### config.mk
export PLATFORM = sky130hd
export DESIGN_NAME = cache_arbiter
export DESIGN_NICKNAME = d
export VERILOG_FILES = /design/src/rtl/cache_arbiter_pkg.sv /design/src/rtl/cache_arbiter.sv
export SDC_FILE = /design/constraint.sdc
export NUM_CORES = 1
export LEC_CHECK = 0
export BUFFER_PORTS_ARGS = -buffer_cell sky130_fd_sc_hd__buf_2
export CAP_MARGIN = 40
export CORE_AREA = 5 5 266 268
export CTS_CLUSTER_SIZE = 25
export DETAILED_ROUTE_END_ITERATION = 10
export DIE_AREA = 0 0 271 273
export GPL_TIMING_DRIVEN = 0
export SLEW_MARGIN = 0
export SYNTH_ARGS = -nofsm -noshare
export SYNTH_HDL_FRONTEND = slang
export SYNTH_SLANG_ARGS = --single-unit
### constraint.sdc
create_clock -name clk -period 1.75 [get_ports clk]
set_clock_uncertainty 0.05 [all_clocks]
set_input_delay 0.35 -clock clk [delete_from_list [all_inputs] [get_ports clk]]
set_output_delay 0.35 -clock clk [all_outputs]
set_load 0.1 [all_outputs]
### src/rtl/cache_arbiter_pkg.sv
// Shared LC-3b memory-side types: word/line widths and the arbiter state encoding.
package lc3b_types;

    localparam int LC3B_ADDR_W = 16;
    localparam int LC3B_LINE_W = 128;

    typedef logic [LC3B_ADDR_W-1:0] lc3b_word;
    typedef logic [LC3B_LINE_W-1:0] lc3b_line;

    typedef enum logic [1:0] {
        IDLE    = 2'd0,
        SERVE_I = 2'd1,
        SERVE_D = 2'd2,
        RELEASE = 2'd3
    } arbiter_state_t;

endpackage

### src/rtl/cache_arbiter.sv
// Serializes I-cache fills and D-cache fills/write-backs onto one physical memory port.
// state   | meaning
// IDLE    | no transaction; grant taken at end of cycle if any request is present
// SERVE_I | I-cache fill in flight, mem_read held until mem_resp
// SERVE_D | D-cache fill or write-back in flight, strobe held until mem_resp
// RELEASE | strobes low for one cycle so the requester can drop its request
module cache_arbiter
    import lc3b_types::*;
#(
    parameter int ADDR_W = LC3B_ADDR_W,
    parameter int LINE_W = LC3B_LINE_W
) (
    input  logic              clk,
    input  logic              reset_n,
    input  logic              i_pmem_read,
    input  logic [ADDR_W-1:0] i_pmem_address,
    output logic [LINE_W-1:0] i_pmem_rdata,
    output logic              i_pmem_resp,
    input  logic              d_pmem_read,
    input  logic              d_pmem_write,
    input  logic [ADDR_W-1:0] d_pmem_address,
    input  logic [LINE_W-1:0] d_pmem_wdata,
    output logic [LINE_W-1:0] d_pmem_rdata,
    output logic              d_pmem_resp,
    output logic              mem_read,
    output logic              mem_write,
    output logic [ADDR_W-1:0] mem_address,
    output logic [LINE_W-1:0] mem_wdata,
    input  logic [LINE_W-1:0] mem_rdata,
    input  logic              mem_resp
);

    arbiter_state_t r_state;
    arbiter_state_t w_next_state;
    logic           r_last_grant;
    logic           w_d_req;
    logic           w_grant_i;
    logic           w_grant_d;

    assign w_d_req   = d_pmem_read | d_pmem_write;
    // Contested: favour whichever port did not win last time (last_grant 0 = I).
    assign w_grant_d = (r_state == IDLE) & w_d_req & (~i_pmem_read | ~r_last_grant);
    assign w_grant_i = (r_state == IDLE) & i_pmem_read & ~w_grant_d;

    always_ff @(posedge clk or negedge reset_n) begin
        if (!reset_n) begin
            r_state <= IDLE;
        end else begin
            r_state <= w_next_state;
        end
    end

    always_comb begin
        w_next_state = r_state;
        case (r_state)
            IDLE: begin
                if (w_grant_d)      w_next_state = SERVE_D;
                else if (w_grant_i) w_next_state = SERVE_I;
            end
            SERVE_I, SERVE_D: begin
                if (mem_resp) w_next_state = RELEASE;
            end
            RELEASE: w_next_state = IDLE;
            default: w_next_state = IDLE;
        endcase
    end

    always_comb begin
        i_pmem_resp  = mem_resp & (r_state == SERVE_I);
        d_pmem_resp  = mem_resp & (r_state == SERVE_D);
        i_pmem_rdata = mem_rdata;
        d_pmem_rdata = mem_rdata;
    end

    // Write wins if the D-cache illegally raises read and write together.
    always_ff @(posedge clk or negedge reset_n) begin
        if (!reset_n) begin
            r_last_grant <= 1'b0;
            mem_read     <= 1'b0;
            mem_write    <= 1'b0;
            mem_address  <= '0;
            mem_wdata    <= '0;
        end else if (w_grant_d) begin
            r_last_grant <= 1'b1;
            mem_read     <= ~d_pmem_write;
            mem_write    <= d_pmem_write;
            mem_address  <= d_pmem_address;
            mem_wdata    <= d_pmem_wdata;
        end else if (w_grant_i) begin
            r_last_grant <= 1'b0;
            mem_read     <= 1'b1;
            mem_write    <= 1'b0;
            mem_address  <= i_pmem_address;
        end else if ((r_state == SERVE_I || r_state == SERVE_D) && mem_resp) begin
            mem_read     <= 1'b0;
            mem_write    <= 1'b0;
        end
    end

endmodule

==> impl_metrics.json <==
{
  "status": "complete, but fails checks",
  "violations_in_the_final_reports": "negative setup slack",
  "netlist.area_leader.share": 0.447,
  "fin_tns_setup_ns": -16.11,
  "synth_area_per_cell_um2": 12.8,
  "cts_num_sinks": 149,
  "starting_drt_drc_count": 182,
  "wire_per_inst_um": 14.1,
  "first_pass_grt_wire_length_mm": 44.2,
  "nNetsFinal": 1621,
  "global_route.overflow_total": 0,
  "clock_tree.buffer_depth": 2,
  "setup_viol": 130,
  "dieHeight_um": 273,
  "timing_max_transition_violations_final": 0,
  "timing.slew.headroom": 0.545,
  "tritoncts": "yes",
  "grt_pass1_vias": 7415,
  "initial_antenna_violation_count": 3,
  "yosysWarnings": 0,
  "number_of_synthesized_register_bits": 149,
  "synthTopCellsByArea": "dfrtp_1, buf_4, mux2_4",
  "layout_common_cells": "buf_2, buf_4, dfrtp_1",
  "min-delay-path-class": "in -> reg",
  "crit_type": "reg -> reg",
  "initial_core_utilization": 0.122,
  "place.port_buffers": 568,
  "layout_min_cycle_time_ns": 1.90,
  "commonest_non_fill_non_tap_cell_in_the_layout": "buf_2",
  "drc_errors_left": 0,
  "core-area_um2": 68100,
  "postLayoutSetupSlackWorst_ns": -0.154,
  "detail_route.wirelength_mm": 31.3,
  "synthDominantAreaCellType": "dfrtp_1",
  "dp_hpwl_mm": 24.3,
  "top_level_ports": 698,
  "dp_worst_setup_slack_ns": -0.393,
  "synthToLayoutAreaGrowth_pct": 67.3,
  "drt-pass1-iter-count": 4,
  "clock-root-buffer": "clkbuf_16",
  "syn-num-nets": 947,
  "grt_setup_unrepaired": "true",
  "clock_tree.htree_level_count": 4,
  "largest_net_degree_at_the_start_of_global_routing": 85,
  "tightestPinTransition_ns": 0.683,
  "fp-row-count": 96,
  "via_per_inst": 3.14,
  "timing.final.crit_share": 1.09,
  "die-area_um2": 74000,
  "clkLatencyLatePin_ns": 0.46,
  "nFillCells": 7397,
  "synth.cell_area_um2": 8340,
  "syn-instance-count": 649,
  "max_cap_viol_count": 0,
  "groute.usage.overall": 0.0785,
  "routability_congestion_estimate_from_global_placement": 0.750,
  "drive_above_1_share": 0.765,
  "die_w_um": 271,
  "timing.critical_path.fanout_max": 10,
  "cts_inserted_buffers": 17,
  "clock.fmax_mhz": 525,
  "seq_area_frac_synth": 0.447,
  "synth.distinct_cells": 29,
  "clock_slew_seen_by_the_registers_of_the_worst_setup_and_hold_paths_ns": 0.07,
  "critPathCaptureType": "flop",
  "arrival_ns": 2.20,
  "cp.required_ns": 2.04,
  "final_antenna_net_count": 0,
  "report.final.hold_viol_count": 0,
  "cp-start-kind": "flop",
  "routed-via-count": 6961
}
metal layers:
metal / GRT usage / share of wire
met5: 0 / 0
met4: 0.0364 / 0.025
met3: 0.0324 / 0.092
met1: 0.0838 / 0.38
met2: 0.136 / 0.50
critical path: stages, from the launching register on:
cell and delay (ns):
dfrtp_1 0.41, inv_2 0.12, ha_4 0.17, a21boi_4 0.22, nand2_4 0.13, buf_16 0.19
buf_12 0.17, mux2_4 0.30
cells by family after synthesis:
family | count (synthesis) | synth area share
buf+inv | 282 | 0.266
flops | 149 | 0.447
mux | 130 | 0.225
compound gates | 59 | 0.0426
simple gates | 25 | 0.0132
fa+ha+maj | 4 | 0.00600
per-stage QoR:
stage          cell area [um^2]  hold WS, ns  instances  utilization
2_1_floorplan              8350      0.00441        649            -
3_3_place_gp              12300        0.434       2099        0.181
3_5_place_dp              12300        0.276       2100        0.181
4_1_cts                   13800     0.000227       2214        0.203
5_1_grt                   13900       0.0224       2219        0.205
6_report                  13900       0.0676       2219        0.205
state kept, by name, summed over array words and instances (netlist names):
register / count
r_last_grant: 1
mem_read: 1
mem_write: 1
r_state: 2
mem_address: 16
mem_wdata: 128
area by class of cell:
type / instances / area [um^2] / share of cell area
inverter: 3 / 11.3 / 0.000807
sequential: 149 / 3730 / 0.267
multi-input combinational: 218 / 2440 / 0.175
buffer: 276 / 2220 / 0.159
clock inverter: 14 / 140 / 0.0100
timing repair buffer: 658 / 3870 / 0.278
antenna: 1 / 2.50 / 0.000179
tap: 882 / 1100 / 0.0791
clock buffer: 18 / 429 / 0.0308
path summary, 6_finish.rpt:
path / start / endpoint / slack, ns / depth (start not counted)
worst max-delay path: r_state[1]$_DFFE_PN0P_ / mem_wdata[58]$_DFFE_PN0N_ / -0.15 / 7
worst min-delay path: d_pmem_wdata[71] / mem_wdata[71]$_DFFE_PN0N_ / 0.07 / 2
worst max register to register: r_state[1]$_DFFE_PN0P_ / mem_wdata[58]$_DFFE_PN0N_ / -0.15 / 7
worst min register to register: mem_wdata[98]$_DFFE_PN0N_ / mem_wdata[98]$_DFFE_PN0N_ / 0.45 / 1
max in group asynchronous: reset_n / mem_address[10]$_DFFE_PN0P_ / 0.42 / 3
min in group asynchronous: reset_n / mem_wdata[96]$_DFFE_PN0N_ / 0.34 / 2
synth_stat cells:
cell type,n
buf_1,1
a32o_1,1
o22ai_1,2
buf_4,257
a31o_2,1
dfrtp_1,149
ha_1,4
buf_12,11
a21oi_1,17
mux2i_1,1
inv_1,3
o21ai_0,17
and2_1,2
a21bo_2,1
buf_6,2
mux2_2,20
mux2_4,109
o31a_1,1
o31ai_1,1
a31oi_1,16
clkbuf_1,6
a2bb2oi_1,1
a21boi_4,1
or2_0,1
nand2_1,3
nor3_1,1
nor2_1,17
nand2_4,1
buf_2,2
what timing repair did:
action,CTS,global route
gates resized for setup,29,22
buffers inserted,4,3
endpoints found under the hold margin,145,0
hold buffers,81,0
gates cloned,0,2
setup endpoints to repair,157,115
pin swaps,0,3
Power is left out: the tool's default activity adds up to more than one toggle a clock period on the data nets, which glitch-free logic cannot reach.
